## src/rtl/alu_cu_pkg.sv

```systemverilog
// ALU control unit shared types and constants.
// Select codes, op classes, funct codes, decode helper.
package alu_cu_pkg;

  localparam logic [2:0] ALU_AND = 3'b000;
  localparam logic [2:0] ALU_OR  = 3'b001;
  localparam logic [2:0] ALU_ADD = 3'b010;
  localparam logic [2:0] ALU_SUB = 3'b110;
  localparam logic [2:0] ALU_SLT = 3'b111;

  localparam logic [1:0] AOI_MEM = 2'b00;
  localparam logic [1:0] AOI_BR  = 2'b01;
  localparam logic [1:0] AOI_RT  = 2'b10;

  localparam logic [3:0] F_ADD = 4'b0000;
  localparam logic [3:0] F_SUB = 4'b0010;
  localparam logic [3:0] F_AND = 4'b0100;
  localparam logic [3:0] F_OR  = 4'b0101;
  localparam logic [3:0] F_SLT = 4'b1010;

  typedef struct packed {
    logic [2:0] op;
    logic       illegal;
  } dec_t;

  function automatic dec_t rt_decode(
    input logic [3:0] fc,
    input logic [2:0] dflt
  );
    dec_t d;
    d.op      = dflt;
    d.illegal = 1'b0;
    unique case (fc)
      F_ADD:   d.op = ALU_ADD;
      F_SUB:   d.op = ALU_SUB;
      F_AND:   d.op = ALU_AND;
      F_OR:    d.op = ALU_OR;
      F_SLT:   d.op = ALU_SLT;
      default: d.illegal = 1'b1;
    endcase
    return d;
  endfunction

endpackage

```

## src/rtl/alu_cu_decode.sv

```systemverilog
// ALU control combinational decode.
// (aoi, functionCode) -> (op, illegal).
module alu_cu_decode
  import alu_cu_pkg::*;
#(
  parameter logic [2:0] DEFAULT_OP = 3'b010
) (
  input  logic [1:0] aoi,
  input  logic [3:0] functionCode,
  output logic [2:0] op,
  output logic       illegal
);

  dec_t d;

  // Class first; only R-type looks at functionCode.
  always_comb begin
    d.op      = ALU_ADD;
    d.illegal = 1'b0;
    unique case (1'b1)
      aoi[1]:
        d = rt_decode(functionCode, DEFAULT_OP);
      (aoi == AOI_BR):
        d.op = ALU_SUB;
      default:
        d.op = ALU_ADD;
    endcase
  end

  assign op      = d.op;
  assign illegal = d.illegal;

endmodule

```

## src/rtl/alu_cu.sv

```systemverilog
// ALU control unit top.
// Registered decode result plus saturating error count.
module alu_cu
  import alu_cu_pkg::*;
#(
  parameter int         ERR_CNT_W  = 8,
  parameter logic [2:0] DEFAULT_OP = 3'b010
) (
  input  logic                 clk,
  input  logic                 rst_n,
  input  logic [1:0]           aoi,
  input  logic [3:0]           functionCode,
  input  logic                 in_valid,
  output logic [2:0]           op,
  output logic                 out_valid,
  output logic                 illegal,
  output logic [ERR_CNT_W-1:0] err_count
);

  logic [2:0] dop;
  logic       dill;

  alu_cu_decode #(
    .DEFAULT_OP (DEFAULT_OP)
  ) u_dec (
    .aoi          (aoi),
    .functionCode (functionCode),
    .op           (dop),
    .illegal      (dill)
  );

  // Output stage: op holds when idle, flags drop.
  always_ff @(posedge clk or negedge rst_n) begin
    if (!rst_n) begin
      op        <= ALU_ADD;
      out_valid <= 1'b0;
      illegal   <= 1'b0;
    end else begin
      out_valid <= in_valid;
      illegal   <= in_valid & dill;
      if (in_valid)
        op <= dop;
    end
  end

  // Illegal counter sticks at all-ones.
  always_ff @(posedge clk or negedge rst_n) begin
    if (!rst_n)
      err_count <= '0;
    else if (in_valid && dill && (err_count != '1))
      err_count <= err_count + 1'b1;
  end

endmodule

```

## config.mk

```make
export PLATFORM = sky130hd
export DESIGN_NAME = alu_cu
export DESIGN_NICKNAME = d
export VERILOG_FILES = /design/src/rtl/alu_cu_pkg.sv /design/src/rtl/alu_cu_decode.sv /design/src/rtl/alu_cu.sv
export SDC_FILE = /design/constraint.sdc
export NUM_CORES = 1
export LEC_CHECK = 0
export CAP_MARGIN = 40
export CORE_MARGIN = 8
export CORE_UTILIZATION = 40
export DETAILED_ROUTE_END_ITERATION = 10
export PLACE_DENSITY = 0.69
export SYNTH_ARGS = -nofsm -noshare
export SYNTH_HDL_FRONTEND = slang
export SYNTH_HIERARCHICAL = 1
export SYNTH_SLANG_ARGS = --single-unit
```

## constraint.sdc

```tcl
create_clock -name clk -period 1.85 [get_ports clk]
set_clock_uncertainty 0.05 [all_clocks]
set_input_delay 0.2775 -clock clk [delete_from_list [all_inputs] [get_ports clk]]
set_output_delay 0.2775 -clock clk [all_outputs]
set_load 0.05 [all_outputs]
```

==> reports/qor.yml <==
outcome:
  status: "finished, final reports clean"
layout:
  nets: 101
  antennaDiodeCount: 0
  final_util_pct: 62.6
  drive_above_1_share_pct: 38.9
  layout_common_cells: "buf_4, dfrtp_1, clkdlybuf4s50_1"
  layout_commonest_cell: "buf_4"
  fill_cells: 131
  area_delta_synth_final_pct: 46.0
place:
  port_buffers: 21
  gp_congestion: 0.789
  dpl.hpwl_um: 1180
  place_ws_ps: -178
route:
  drtAntennaViolNets: 0
  vias: 560
  dr.pass1.iters: 4
  drc: 0
  wirelength_um: 1450
  wire_per_inst_um: 13.7
  drtIter0Drc: 9
  avgViaCountPerCell: 5.28
floorplan:
  io_pins: 22
  dieArea_um2: 3180
  fp.dieH_um: 56.4
  core-area_um2: 1520
  start_util_pct: 42.9
  rows: 14
  die_w_um: 56.4
critical_path:
  crit_start: "functionCode[2]"
  reg2reg_from: "err_count[1]"
  critical_path_class: "primary input to register"
  rr_endpoint: "err_count[1]"
  crit_path_max_fanout: 4
  crit_end: "err_count[5]"
  cp_slowest_cell: "clkdlybuf4s50_1"
  r2r_cells: 4
  max_stage_delay_ps: 500
  arrival_ps: 1850
  worstPathRequired_ps: 1950
  crit_chain: "clkdlybuf4s50_1 > mux2i_1 > a21boi_0 > and4_4 > nand4_1 > mux2_1"
  startpoint_type: "primary input"
  critPathCaptureType: "register"
  ff2ff_setup_slack_ps: 240
sta:
  fmax_mhz: 573
  period_needed_ps: 1740
  rsz0062_at_grt: "no"
  maxSlewViolCount: 0
  timing.final.crit_share_pct: 94.3
  fin_ws_ps: 106
  setup_viol: 0
  hold_viol_final: 0
  final.setup.tns_ps: 0
  tightest_slew_ps: 556
  maxSlewHeadroom_pct: 62.8
cts:
  htreeDepth: 1
  cts_tree: "yes"
  clock_sinks: 13
  cts_resized: 0
  postCtsSetupBuffers: 0
  clock_latency_ps: 270
  clk_pin_slew_ps: 70
  clock_path_buffers: 2
  ctsHoldBuffers: 0
  cts_root_buf: "clkbuf_4"
  cts_buffers: 3
synthesis:
  avgSynthCellArea_um2: 11.7
  synth-seq-cells: 13
  syn_area_um2: 653
  yosys_warnings: 6
  synthXorXnorAreaFrac_pct: 1.34
  synthSimpleGateAreaFrac_pct: 20.7
  synthAdderAreaFrac_pct: 1.92
  syn_inst: 56
  ys_types: 26
  synth_compound_area_share_pct: 11.9
  synth_top_family_by_area: "simple AND/OR/NAND/NOR gates"
  synthMuxAreaShare_pct: 13.6
  synth_nets: 66
  synth-seq-area-share_pct: 50.0
min_path:
  worstHoldPathType: "primary input to asynchronous set/reset pin"
power:
  leakagePower_nw: 0.425
  sequentialPowerShare_pct: 38.7
  switching_share_pct: 47.0
  clockPowerShare_pct: 13.7
  p_int_mw: 0.644
  vdd_drop_max_mv: 0.838
  power_density_nw_per_um2: 1270
  p_sw_mw: 0.571
  combPwrFrac_pct: 47.6
global_routing:
  grt_pass1_vias: 575
  grt_start_max_net_pins: 14
  antenna_found_initial: 0
  track_usage_pct: 9.97
  grt_pass1_wl_um: 2590
  gr-total-overflow: 0
run:
  drv_cap: 0
through the flow:
stage / hold WS (ps) / cells / cell area (um2) / total power, mW
3_5_place_dp: 450 / 102 / 927 / 1.06
2_1_floorplan: -68.1 / 56 / 654 / 0.837
6_report: 314 / 106 / 953 / 1.21
5_1_grt: 357 / 106 / 953 / 1.29
3_3_place_gp: 440 / 102 / 927 / 1.05
4_1_cts: 330 / 106 / 953 / 1.23
critical path, delay by kind of cell:
kind / cells / cell delay [ps]
muxes: 2 / 410
AOI/OAI and AO/OA: 1 / 260
buffers and inverters: 1 / 500
and+or+nand+nor: 2 / 400
layer usage:
| layer | wire length [um] | vias up | GRT usage, % | share of wire [%] |
|---|---|---|---|---|
| li1 | - | 282 | - | - |
| met1 | 695 | 265 | 12.2 | 48 |
| met2 | 669 | 11 | 14.6 | 46 |
| met3 | 77 | 2 | 5.39 | 5.3 |
| met4 | 10 | 0 | 3.09 | 0.69 |
| met5 | 0 | - | 0 | 0 |
Yosys cell counts, drive strengths merged:
| cell type | number | area [um2] |
|---|---|---|
| nand3 | 1 | 5.00 |
| and2 | 2 | 13.8 |
| o2111a | 1 | 11.3 |
| a21oi | 6 | 30.0 |
| dfstp | 1 | 26.3 |
| xnor2 | 1 | 8.76 |
| mux2i | 1 | 10.0 |
| mux2 | 7 | 78.8 |
| nand2b | 1 | 6.26 |
| and4 | 3 | 30.0 |
| inv | 1 | 3.75 |
| a31oi | 1 | 6.26 |
| a32o | 1 | 10.0 |
| o21ai | 1 | 5.00 |
| dfrtp | 12 | 300 |
| nand4 | 3 | 18.8 |
| nor3b | 3 | 32.5 |
| ha | 1 | 12.5 |
| nand2 | 6 | 22.5 |
| a21boi | 2 | 15.0 |
| and3 | 1 | 6.26 |
power by group through the flow:
stage	registers (mW)	logic [mW]	clock network, mW
floorplan	0.714	0.123	0
global placement	0.471	0.577	0
global route	0.493	0.618	0.184
finish	0.470	0.578	0.166
CTS	0.469	0.583	0.177
detailed placement	0.475	0.581	0
registers in the layout (all words and copies together), names as in the netlist:
name,count
op,3
illegal,1
err_count,8
out_valid,1
worst min path at each step:
stage | start | end | slack [ps] | cells after the start
2_1_floorplan | rst_n | err_count[0] | -70 | 0
6_report | rst_n | err_count[7] | 310 | 1
4_1_cts | rst_n | err_count[4] | 330 | 1
3_3_place_gp | op[0] | op[0] | 440 | 1
3_5_place_dp | op[0] | op[0] | 450 | 1
5_1_grt | rst_n | err_count[4] | 360 | 1
final cells by class:
type	instances	area, um2	share of cell area [%]
sequential	13	328	34.4
multi-input combinational	42	323	33.9
timing repair buffer	30	253	26.5
clock buffer	4	26.3	2.76
tap	16	20.0	2.10
inverter	1	3.75	0.394
cell families after synthesis:
| family | Yosys count |
|---|---|
| adders and majority gates | 1 |
| DFF | 13 |
| xor gates and xnor gates | 1 |
| AOI/OAI and AO/OA | 12 |
| buffers and inverters | 1 |
| muxes | 8 |
| and+or+nand+nor | 20 |
Note: power is estimated with default switching activity, not from simulation.
